==> src/rtl/uart_pkg.sv <==
// Shared types and elaboration-time helpers for the single-clock UART core.
package uart_pkg;

    typedef enum logic [1:0] {
        PAR_NONE = 2'd0,
        PAR_ODD  = 2'd1,
        PAR_EVEN = 2'd2
    } parity_e;

    typedef enum logic [2:0] {
        TX_IDLE   = 3'd0,
        TX_START  = 3'd1,
        TX_DATA   = 3'd2,
        TX_PARITY = 3'd3,
        TX_STOP   = 3'd4
    } tx_state_e;

    typedef enum logic [2:0] {
        RX_IDLE   = 3'd0,
        RX_START  = 3'd1,
        RX_DATA   = 3'd2,
        RX_PARITY = 3'd3,
        RX_STOP   = 3'd4
    } rx_state_e;

    // Rounded clocks per oversampling tick.
    function automatic int calc_div(input int clk_freq, input int baud, input int oversample);
        int den;
        den = baud * oversample;
        return (clk_freq + den / 2) / den;
    endfunction

    // Parity bit for a payload zero-extended to 9 bits (extension does not alter parity).
    function automatic logic calc_parity(input logic [8:0] data, input parity_e mode);
        logic p;
        case (mode)
            PAR_EVEN: p = ^data;
            PAR_ODD:  p = ~^data;
            default:  p = 1'b0;
        endcase
        return p;
    endfunction

endpackage

==> src/rtl/uart_tick_gen.sv <==
// Free-running clock-enable generator: one-cycle tick every DIV clocks.
module uart_tick_gen #(
    parameter int DIV = 10
) (
    input  logic i_clk,
    input  logic i_rst,
    output logic o_tick
);
    localparam int CW = $clog2(DIV) + 1;

    logic [CW-1:0] cnt_q, cnt_d;
    logic          tick_q, tick_d;

    // Divider next-state: wrap and pulse on the last count.
    always_comb begin
        if (cnt_q == CW'(DIV - 1)) begin
            cnt_d  = '0;
            tick_d = 1'b1;
        end else begin
            cnt_d  = cnt_q + CW'(1);
            tick_d = 1'b0;
        end
    end

    // Divider state register.
    always_ff @(posedge i_clk or posedge i_rst) begin
        if (i_rst) begin
            cnt_q  <= '0;
            tick_q <= 1'b0;
        end else begin
            cnt_q  <= cnt_d;
            tick_q <= tick_d;
        end
    end

    assign o_tick = tick_q;

endmodule

==> src/rtl/uart_core_p.sv <==
// Single-clock full-duplex UART: TX serialiser and oversampling RX deserialiser
// driven by a shared tick enable, with internal loopback.
module uart_core_p
    import uart_pkg::*;
#(
    parameter int CLK_FREQ   = 16_000_000,
    parameter int BAUD       = 100_000,
    parameter int OVERSAMPLE = 16,
    parameter int DATA_BITS  = 8,
    parameter int PARITY     = 0,
    parameter int STOP_BITS  = 1
) (
    input  logic                 i_clk,
    input  logic                 i_rst,
    input  logic [DATA_BITS-1:0] i_tx_data,
    input  logic                 i_tx_valid,
    output logic                 o_tx_ready,
    output logic                 o_tx,
    output logic                 o_tx_busy,
    input  logic                 i_rx,
    input  logic                 i_loopback,
    output logic [DATA_BITS-1:0] o_rx_data,
    output logic                 o_rx_valid,
    output logic                 o_rx_parity_err,
    output logic                 o_rx_frame_err,
    output logic                 o_rx_busy
);
    localparam int            DIV       = calc_div(CLK_FREQ, BAUD, OVERSAMPLE);
    localparam int            CW        = $clog2(OVERSAMPLE);
    localparam parity_e       PAR       = parity_e'(PARITY);
    localparam logic [CW-1:0] LAST_TICK = CW'(OVERSAMPLE - 1);
    localparam logic [CW-1:0] HALF_TICK = CW'(OVERSAMPLE / 2 - 1);
    localparam logic [3:0]    LAST_DATA = 4'(DATA_BITS - 1);
    localparam logic [3:0]    LAST_STOP = 4'(STOP_BITS - 1);

    if (DIV < 1 || OVERSAMPLE < 8 || (OVERSAMPLE % 2) != 0 || DATA_BITS < 5 || DATA_BITS > 9 ||
        PARITY < 0 || PARITY > 2 || STOP_BITS < 1 || STOP_BITS > 2) begin : g_bad_params
        $error("uart_core_p: illegal parameter combination");
    end

    logic tick_s;

    uart_tick_gen #(.DIV(DIV)) u_tick (
        .i_clk  (i_clk),
        .i_rst  (i_rst),
        .o_tick (tick_s)
    );

    tx_state_e              tx_state_q, tx_state_d;
    logic                   tx_run_q, tx_run_d;
    logic [CW-1:0]          tx_tcnt_q, tx_tcnt_d;
    logic [3:0]             tx_bcnt_q, tx_bcnt_d;
    logic [DATA_BITS-1:0]   tx_shift_q, tx_shift_d;
    logic                   tx_par_q, tx_par_d;
    logic                   tx_line_q, tx_line_d;
    logic                   tx_out_q, tx_out_d;
    logic                   tx_ready_q, tx_ready_d;
    logic                   tx_busy_q, tx_busy_d;
    logic                   tx_bit_end_s;

    // TX next-state: tx_run gates bit timing until the start bit has aligned to a tick.
    always_comb begin
        tx_state_d   = tx_state_q;
        tx_run_d     = tx_run_q;
        tx_bcnt_d    = tx_bcnt_q;
        tx_shift_d   = tx_shift_q;
        tx_par_d     = tx_par_q;
        tx_line_d    = tx_line_q;
        tx_bit_end_s = 1'b0;
        if (tx_run_q && tick_s) begin
            if (tx_tcnt_q == LAST_TICK) begin
                tx_tcnt_d    = '0;
                tx_bit_end_s = 1'b1;
            end else begin
                tx_tcnt_d = tx_tcnt_q + CW'(1);
            end
        end else begin
            tx_tcnt_d = tx_tcnt_q;
        end
        case (tx_state_q)
            TX_IDLE: begin
                tx_line_d = 1'b1;
                if (i_tx_valid) begin
                    tx_shift_d = i_tx_data;
                    tx_state_d = TX_START;
                end else begin
                    tx_state_d = TX_IDLE;
                end
            end
            TX_START: begin
                if (!tx_run_q && tick_s) begin
                    tx_run_d  = 1'b1;
                    tx_line_d = 1'b0;
                end else if (tx_bit_end_s) begin
                    tx_line_d  = tx_shift_q[0];
                    tx_par_d   = calc_parity(9'(tx_shift_q), PAR);
                    tx_bcnt_d  = 4'd0;
                    tx_state_d = TX_DATA;
                end else begin
                    tx_state_d = TX_START;
                end
            end
            TX_DATA: begin
                if (tx_bit_end_s && tx_bcnt_q == LAST_DATA) begin
                    tx_bcnt_d  = 4'd0;
                    tx_line_d  = (PAR != PAR_NONE) ? tx_par_q : 1'b1;
                    tx_state_d = (PAR != PAR_NONE) ? TX_PARITY : TX_STOP;
                end else if (tx_bit_end_s) begin
                    tx_bcnt_d  = tx_bcnt_q + 4'd1;
                    tx_shift_d = tx_shift_q >> 1;
                    tx_line_d  = tx_shift_q[1];
                end else begin
                    tx_state_d = TX_DATA;
                end
            end
            TX_PARITY: begin
                if (tx_bit_end_s) begin
                    tx_line_d  = 1'b1;
                    tx_state_d = TX_STOP;
                end else begin
                    tx_state_d = TX_PARITY;
                end
            end
            TX_STOP: begin
                if (tx_bit_end_s && tx_bcnt_q == LAST_STOP) begin
                    tx_run_d   = 1'b0;
                    tx_state_d = TX_IDLE;
                end else if (tx_bit_end_s) begin
                    tx_bcnt_d = tx_bcnt_q + 4'd1;
                end else begin
                    tx_state_d = TX_STOP;
                end
            end
            default: begin
                tx_run_d   = 1'b0;
                tx_line_d  = 1'b1;
                tx_state_d = TX_IDLE;
            end
        endcase
        tx_out_d   = tx_line_d | i_loopback;
        tx_ready_d = (tx_state_d == TX_IDLE);
        tx_busy_d  = (tx_state_d != TX_IDLE);
    end

    // TX state register.
    always_ff @(posedge i_clk or posedge i_rst) begin
        if (i_rst) begin
            tx_state_q <= TX_IDLE;
            tx_run_q   <= 1'b0;
            tx_tcnt_q  <= '0;
            tx_bcnt_q  <= 4'd0;
            tx_shift_q <= '0;
            tx_par_q   <= 1'b0;
            tx_line_q  <= 1'b1;
            tx_out_q   <= 1'b1;
            tx_ready_q <= 1'b1;
            tx_busy_q  <= 1'b0;
        end else begin
            tx_state_q <= tx_state_d;
            tx_run_q   <= tx_run_d;
            tx_tcnt_q  <= tx_tcnt_d;
            tx_bcnt_q  <= tx_bcnt_d;
            tx_shift_q <= tx_shift_d;
            tx_par_q   <= tx_par_d;
            tx_line_q  <= tx_line_d;
            tx_out_q   <= tx_out_d;
            tx_ready_q <= tx_ready_d;
            tx_busy_q  <= tx_busy_d;
        end
    end

    rx_state_e              rx_state_q, rx_state_d;
    logic                   rx_meta_q, rx_meta_d;
    logic                   rx_sync_q, rx_sync_d;
    logic                   rx_prev_q, rx_prev_d;
    logic [CW-1:0]          rx_tcnt_q, rx_tcnt_d;
    logic [3:0]             rx_bcnt_q, rx_bcnt_d;
    logic [DATA_BITS-1:0]   rx_shift_q, rx_shift_d;
    logic                   rx_pend_q, rx_pend_d;
    logic [DATA_BITS-1:0]   rx_data_q, rx_data_d;
    logic                   rx_valid_q, rx_valid_d;
    logic                   rx_perr_q, rx_perr_d;
    logic                   rx_ferr_q, rx_ferr_d;
    logic                   rx_busy_q, rx_busy_d;
    logic                   rx_sample_s;

    // RX next-state: first sample at half a bit into the start bit, then once per bit.
    always_comb begin
        rx_meta_d   = i_loopback ? tx_line_q : i_rx;
        rx_sync_d   = rx_meta_q;
        rx_prev_d   = rx_sync_q;
        rx_state_d  = rx_state_q;
        rx_bcnt_d   = rx_bcnt_q;
        rx_shift_d  = rx_shift_q;
        rx_pend_d   = rx_pend_q;
        rx_data_d   = rx_data_q;
        rx_perr_d   = rx_perr_q;
        rx_ferr_d   = rx_ferr_q;
        rx_valid_d  = 1'b0;
        rx_sample_s = 1'b0;
        if (rx_state_q == RX_IDLE) begin
            rx_tcnt_d = '0;
        end else if (tick_s) begin
            if (rx_tcnt_q == ((rx_state_q == RX_START) ? HALF_TICK : LAST_TICK)) begin
                rx_tcnt_d   = '0;
                rx_sample_s = 1'b1;
            end else begin
                rx_tcnt_d = rx_tcnt_q + CW'(1);
            end
        end else begin
            rx_tcnt_d = rx_tcnt_q;
        end
        case (rx_state_q)
            RX_IDLE: begin
                if (rx_prev_q && !rx_sync_q) begin
                    rx_bcnt_d  = 4'd0;
                    rx_pend_d  = 1'b0;
                    rx_state_d = RX_START;
                end else begin
                    rx_state_d = RX_IDLE;
                end
            end
            RX_START: begin
                if (rx_sample_s) begin
                    rx_state_d = rx_sync_q ? RX_IDLE : RX_DATA;
                end else begin
                    rx_state_d = RX_START;
                end
            end
            RX_DATA: begin
                if (rx_sample_s) begin
                    rx_shift_d = {rx_sync_q, rx_shift_q[DATA_BITS-1:1]};
                    if (rx_bcnt_q == LAST_DATA) begin
                        rx_state_d = (PAR != PAR_NONE) ? RX_PARITY : RX_STOP;
                    end else begin
                        rx_bcnt_d = rx_bcnt_q + 4'd1;
                    end
                end else begin
                    rx_state_d = RX_DATA;
                end
            end
            RX_PARITY: begin
                if (rx_sample_s) begin
                    rx_pend_d  = (rx_sync_q != calc_parity(9'(rx_shift_q), PAR));
                    rx_state_d = RX_STOP;
                end else begin
                    rx_state_d = RX_PARITY;
                end
            end
            RX_STOP: begin
                if (rx_sample_s) begin
                    rx_valid_d = 1'b1;
                    rx_data_d  = rx_shift_q;
                    rx_perr_d  = rx_pend_q;
                    rx_ferr_d  = !rx_sync_q;
                    rx_state_d = RX_IDLE;
                end else begin
                    rx_state_d = RX_STOP;
                end
            end
            default: begin
                rx_state_d = RX_IDLE;
            end
        endcase
        rx_busy_d = (rx_state_d != RX_IDLE);
    end

    // RX state register; synchroniser flops reset to the idle line level.
    always_ff @(posedge i_clk or posedge i_rst) begin
        if (i_rst) begin
            rx_state_q <= RX_IDLE;
            rx_meta_q  <= 1'b1;
            rx_sync_q  <= 1'b1;
            rx_prev_q  <= 1'b1;
            rx_tcnt_q  <= '0;
            rx_bcnt_q  <= 4'd0;
            rx_shift_q <= '0;
            rx_pend_q  <= 1'b0;
            rx_data_q  <= '0;
            rx_valid_q <= 1'b0;
            rx_perr_q  <= 1'b0;
            rx_ferr_q  <= 1'b0;
            rx_busy_q  <= 1'b0;
        end else begin
            rx_state_q <= rx_state_d;
            rx_meta_q  <= rx_meta_d;
            rx_sync_q  <= rx_sync_d;
            rx_prev_q  <= rx_prev_d;
            rx_tcnt_q  <= rx_tcnt_d;
            rx_bcnt_q  <= rx_bcnt_d;
            rx_shift_q <= rx_shift_d;
            rx_pend_q  <= rx_pend_d;
            rx_data_q  <= rx_data_d;
            rx_valid_q <= rx_valid_d;
            rx_perr_q  <= rx_perr_d;
            rx_ferr_q  <= rx_ferr_d;
            rx_busy_q  <= rx_busy_d;
        end
    end

    assign o_tx            = tx_out_q;
    assign o_tx_ready      = tx_ready_q;
    assign o_tx_busy       = tx_busy_q;
    assign o_rx_data       = rx_data_q;
    assign o_rx_valid      = rx_valid_q;
    assign o_rx_parity_err = rx_perr_q;
    assign o_rx_frame_err  = rx_ferr_q;
    assign o_rx_busy       = rx_busy_q;

endmodule

==> config.mk <==
export PLATFORM = sky130hd
export DESIGN_NAME = uart_core_p
export DESIGN_NICKNAME = d
export VERILOG_FILES = /design/src/rtl/uart_pkg.sv /design/src/rtl/uart_tick_gen.sv /design/src/rtl/uart_core_p.sv
export SDC_FILE = /design/constraint.sdc
export NUM_CORES = 1
export LEC_CHECK = 0
export BUFFER_PORTS_ARGS = -buffer_cell sky130_fd_sc_hd__buf_2
export CORE_MARGIN = 3
export CORE_UTILIZATION = 45
export DETAILED_ROUTE_END_ITERATION = 8
export GPL_ROUTABILITY_DRIVEN = 0
export HOLD_SLACK_MARGIN = 0.03
export PLACE_DENSITY = 0.66
export SYNTH_ARGS = -nofsm -noshare
export SYNTH_HDL_FRONTEND = slang
export SYNTH_HIERARCHICAL = 1
export SYNTH_SLANG_ARGS = --single-unit
==> constraint.sdc <==
create_clock -name i_clk -period 3 [get_ports i_clk]
set_input_delay 0.6 -clock i_clk [delete_from_list [all_inputs] [get_ports i_clk]]
set_output_delay 0.6 -clock i_clk [all_outputs]
set_load 0.02 [all_outputs]
== After elaboration in Yosys (flattened, before gate mapping) ==
Cells that the tools add are included.
W data, S select, Z words.
Word-level totals
  output and inout bits: 15
  input port bits: 13
  logic and storage cells: 143
  flip-flop bits (word level): 65
Operators by class
  add/subtract/negate cells: 5
  multiplexer cells: 60
  equal/unequal tests: 26
  bitwise gates (word level): 2
  reductions and logical operators: 26
Operator list (number)
  $mux W4: 13
  $mux W3: 10
  $pmux W3 S5: 2
  $mux W8: 3
  $mux W1: 22
  $ne A2 B2 Y1 const B: 11
  $add A4 B1 Y4 const B: 4
  $pmux W8 S2: 1
  $eq A3 B2 Y1 const B: 4
  $pmux W4 S3: 1
  $reduce_and A4 Y1: 3
  $logic_not A3 Y1: 3
  $reduce_bool A3 Y1: 3
  $eq A4 B3 Y1 const B: 2
  $pmux W4 S2: 1
  $reduce_bool A2 Y1: 4
  $eq A3 B1 Y1 const B: 2
  $eq A3 B3 Y1 const B: 2
  $mux W2: 3
  $reduce_and A3 Y1: 2
  $add A5 B1 Y5 const B: 1
  $eq A5 B4 Y1 const B: 1
  $logic_and A1 B1 Y1: 5
  $mux W5: 1
  13 further kinds: 15

== Longest topological paths before layout ==
  depth after elaboration: 11
  gate-level depth with buffers: 7
  mapped depth without buffers: 7

== By module ==
Netlist, hierarchy kept.
Modules (own cells, without submodules)
  uart_core_p: times used 1, area each 2890.3 sq um, seq. area each 1483.9 sq um, cells an instance 259
  uart_tick_gen: times used 1, area each 291.5 sq um, seq. area each 150.1 sq um, cells an instance 25

== Least setup slack after synthesis ==
No wires, ideal clock.
  path kind: register -> register
  start: register tx_bcnt_q[0]
  end: register tx_busy_q, in the netlist o_tx_busy
  period minus slack after synthesis: 1.787 ns
  setup slack: 1.213 ns
  data required time: 2.869 ns
  setup time: 0.131 ns
  data arrival time: 1.656 ns
  path buffers: 0
  cell stages (with the launch flop): 7
  path through: dfrtp_1 inv_1 ha_1 or3b_4 o31ai_4 o32ai_2 or3_1
On the way
  word-level cells in the longest chain between the ends: 5
  elaborated cells on any way between the ends: 8
  those cells by class: eq/ne (1); mux (3); reduce/logical (4)
Ends and longest elaborated chain
  start, declared: RTL line uart_core_p.sv:52  | logic [3:0] tx_bcnt_q, tx_bcnt_d;
  start signal, assigned: RTL line uart_core_p.sv:162  | tx_bcnt_q <= tx_bcnt_d;
  $eq A4 B3 Y1 or $logic_not A4 Y1 (tied branches): RTL line uart_core_p.sv:104, uart_core_p.sv:125
  $logic_and A1 B1 Y1 (on tied branches): RTL line uart_core_p.sv:104, uart_core_p.sv:125
  $mux W3 (on tied branches): RTL line uart_core_p.sv:104, uart_core_p.sv:125
  $pmux W3 S5 (*): RTL line uart_core_p.sv:80  | case (tx_state_q)
  via tx_state_d[2]: RTL line uart_core_p.sv:49  | tx_state_e tx_state_q, tx_state_d;
  $reduce_bool A3 Y1 (*): RTL line uart_core_p.sv:142  | tx_busy_d = (tx_state_d != TX_IDLE);
  via tx_busy_d: RTL line uart_core_p.sv:58  | logic tx_busy_q, tx_busy_d;
  end signal, assigned: RTL line uart_core_p.sv:168  | tx_busy_q <= tx_busy_d;
  end, declared: RTL line uart_core_p.sv:58
The timed path passes the listed nets; every way through them passes the cells marked *.
A chain may end at the register's enable or synchronous reset.

== Final worst setup path ==
  start: register rx_state_q[1]
  end: register rx_bcnt_q[1]
On the way
  word-level cells in the longest chain between the ends: 8
  elaborated cells on any way between the ends: 14
  those cells by class: eq/ne (6); mux (5); reduce/logical (3)
Ends and longest elaborated chain
  start, declared: RTL line uart_core_p.sv:172  | rx_state_e rx_state_q, rx_state_d;
  start signal, assigned: RTL line uart_core_p.sv:285  | rx_state_q <= rx_state_d;
  $eq A3 B1 Y1: RTL line uart_core_p.sv:204  | if (rx_tcnt_q == ((rx_state_q == RX_START) ? HALF_TICK : LAST_TICK)) begin
  $mux W4: RTL line uart_core_p.sv:204
  $eq A4 B4 Y1: RTL line uart_core_p.sv:204
  $mux W1: RTL line uart_core_p.sv:204
  $mux W1: RTL line uart_core_p.sv:203  | end else if (tick_s) begin
  $mux W1: RTL line uart_core_p.sv:201  | if (rx_state_q == RX_IDLE) begin
  $ne A2 B2 Y1 (no source line)
  $reduce_and A4 Y1 (no source line)
  end signal, assigned: RTL line uart_core_p.sv:290  | rx_bcnt_q <= rx_bcnt_d;
  end, declared: RTL line uart_core_p.sv:177  | logic [3:0] rx_bcnt_q, rx_bcnt_d;
Parallel ways exist; a longest one is shown, timed or not.

==> flow_metrics.py <==
metrics = {
    "global_routing": {
        "gr-total-overflow": 0,
        "grt_first_pass_wirelength_um": 9810,
        "grt_max_degree": 32,
        "grt_pass1_vias": 2146,
        "antenna_found_initial": 0,
        "grt_usage_pct": 15.0,
    },
    "worst_setup_path": {
        "critPathMaxFanout": 12,
        "cp_cell_sequence": "or3b_1 -> nor3_2 -> nor2_1 -> o21ai_1 -> o21ai_1",
        "critPathMaxStageDelay_ns": 0.65,
        "crit_required_ns": 3.22,
        "slowest_stage": "nor3_2",
        "rrSetupSlack_ns": 0.84,
        "worstSetupEndpointType": "flop",
        "path_class": "reg2reg",
        "crit_top_cell": "o21ai_1",
        "r2r_cells": 5,
        "critPathArrivalTime_ns": 2.39,
        "worst_setup_path_start_kind": "flop",
    },
    "timing": {
        "slew_headroom_pct": 43.4,
        "skew_ns": 0.00813,
        "slew_viol_final": 0,
        "setup_viol": 0,
        "rsz0062_at_grt": "false",
        "setup_tns_ns": 0,
        "tightest_slew_ns": 0.844,
        "min_period_ns": 2.16,
        "finalHoldViolCount": 0,
        "max_freq_mhz": 462,
        "period_share_pct": 72.1,
    },
    "placed_design": {
        "dpl.hpwl_um": 3850,
        "io_buffers": 27,
    },
    "floorplan": {
        "die_area_sq_mm": 0.00812,
        "fp.coreArea_sq_mm": 0.00683,
        "die_x_um": 90.1,
        "fp-row-count": 30,
        "pin_count": 28,
        "initial_core_util_pct": 46.6,
        "die_h_um": 90.1,
    },
    "final_layout": {
        "final_layout_size_suffix_gt1_share_pct": 23.8,
        "final_common_cell": "dfrtp_1",
        "multiInputGateArea_sq_mm": 0.00145,
        "antenna_cells": 0,
        "area_growth_pct": 12.5,
        "fill_cells": 634,
        "mostFrequentLayoutCells": "59 x dfrtp_1, 27 x buf_2, 22 x nand2_1",
        "nNetsFinal": 335,
        "area.sequential_sq_mm": 0.00163,
    },
    "route": {
        "drc": 0,
        "via_per_inst": 5.24,
        "drt_iter0_markers": 86,
        "ant_nets": 0,
        "first_pass_iters": 4,
        "vias": 2181,
        "totalWireLength_um": 5460,
        "wl_per_cell_um": 13.1,
    },
    "min_path": {
        "hp-class": "in2async",
    },
    "synthesis": {
        "synth_area_sq_mm": 0.00318,
        "synthArstFlopShare_pct": 100,
        "avgSynthCellArea_sq_um": 11.2,
        "synth_edf_count": 0,
        "syn_inst": 284,
        "seq_area_frac_synth_pct": 51.4,
        "synth_fp_nets": 304,
        "synth_top_flop_cell": "dfrtp_1",
        "ys_ff_latch": 65,
        "synth_cell_types": 62,
        "synth.yosys.warnings": 6,
    },
    "cts": {
        "ctsHoldBuffers": 0,
        "cts_resized": 0,
        "cts_inserted_buffers": 9,
        "cts_tree": "built",
        "root_buffer": "clkbuf_8",
        "cts.sinks": 65,
        "clk_path_buf_depth": 2,
        "clkLatencyLatePin_ns": 0.34,
        "cts_max_level": 3,
        "clk_pin_slew_worst_paths_ns": 0.08,
        "post_cts_buffers": 0,
    },
    "power_and_ir_drop": {
        "ir_drop_uv": 337,
        "p_leak_uw": 0.00163,
        "finalPower_uw": 1950,
        "powerDensity_mw_per_mm2": 546,
    },
    "outcome": {
        "status": "finished clean",
    },
    "job": {
        "cap_violations": 0,
    },
}
==> critical path: cells and delay by family, from the launching register on <==
kind             cells  cell delay [ns]
AO/OA/AOI/OAI        2             0.24
AND/OR/NAND/NOR      3             1.26
flip-flops           1             0.54
==> logic make-up (layout without fill, tap and decap cells) <==
family	after synthesis	in the layout	synth area share, %
adder cells (fa/ha/maj)	7	7	2.75
AND/OR/NAND/NOR	100	100	19.3
multiplexers	28	28	9.56
AO/OA/AOI/OAI	57	57	12.2
XOR/XNOR	6	6	1.65
flip-flops	65	65	51.4
buffers and inverters	21	57	3.18
==> area by class of cell <==
class	count	share of cell area, %
well taps	96	3.36
clock buffers	11	3.95
multi-input cells	198	40.4
repair buffers	30	4.41
flip-flops and latches	65	45.7
inverters	11	1.15
clock inverters	5	1.05
==> power breakdown <==
| group | internal (uW) | switching, uW | total, uW | leakage [uW] |
|---|---|---|---|---|
| logic | 98.6 | 134 | 233 | 0.000709 |
| registers | 972 | 68.3 | 1040 | 0.000834 |
| clock network | 327 | 352 | 678 | 0.0000863 |
| total | 1400 | 555 | 1950 | 0.00163 |
==> per-layer routing <==
metal,vias up,global-route usage [%],wire [um]
met4,0,5.99,102
met5,-,0,0
met1,1033,19.6,2660
met3,14,5.10,260
li1,1076,-,-
met2,58,23.0,2430
==> cell usage after synthesis (7+ instances only) <==
cell type / count / area [sq um]
nand3_1: 11 / 55.1
dfrtp_1: 59 / 1480
ha_1: 7 / 87.6
o21ai_1: 15 / 75.1
mux2i_1: 9 / 90.1
inv_1: 11 / 41.3
nor2_1: 14 / 52.6
a21oi_1: 9 / 45.0
o21ai_0: 11 / 55.1
nand2_1: 22 / 82.6
nand2b_1: 9 / 56.3
mux2_1: 15 / 169
==> metrics by stage <==
stage	instances	setup WS (ns)	hold slack [ns]	utilization, %	instance area, sq um
global placement	400	0.938	0.346	49.8	3400
global route	416	0.603	0.178	52.4	3580
CTS	416	0.871	0.164	52.4	3580
detailed placement	400	0.898	0.349	49.8	3400
finish	416	0.837	0.171	52.4	3580
floorplan	284	0.954	0.345	-	3180
==> worst paths after layout <==
check                                       endpoint                     from
setup / recovery            rx_bcnt_q[1]$_DFFE_PP0P_  rx_state_q[1]$_DFF_PP0_
hold / removal             u_tick/cnt_q[0]$_DFF_PP0_                    i_rst
setup reg to reg            rx_bcnt_q[1]$_DFFE_PP0P_  rx_state_q[1]$_DFF_PP0_
hold reg to reg                  rx_prev_d$_DFF_PP1_      rx_meta_q$_DFF_PP1_
max in group asynchronous        rx_meta_q$_DFF_PP1_                    i_rst
min in group i_clk               rx_prev_d$_DFF_PP1_      rx_meta_q$_DFF_PP1_
==> state kept, by name, indices dropped and copies added (netlist names), 4 cells and up <==
signal / flops
rx_bcnt_q: 4
tx_bcnt_q: 4
rx_tcnt_q: 4
u_tick/cnt_q: 5
o_rx_data: 8
tx_shift_q: 8
rx_shift_q: 8
tx_tcnt_q: 4
Power figures use the tool's default switching activity.
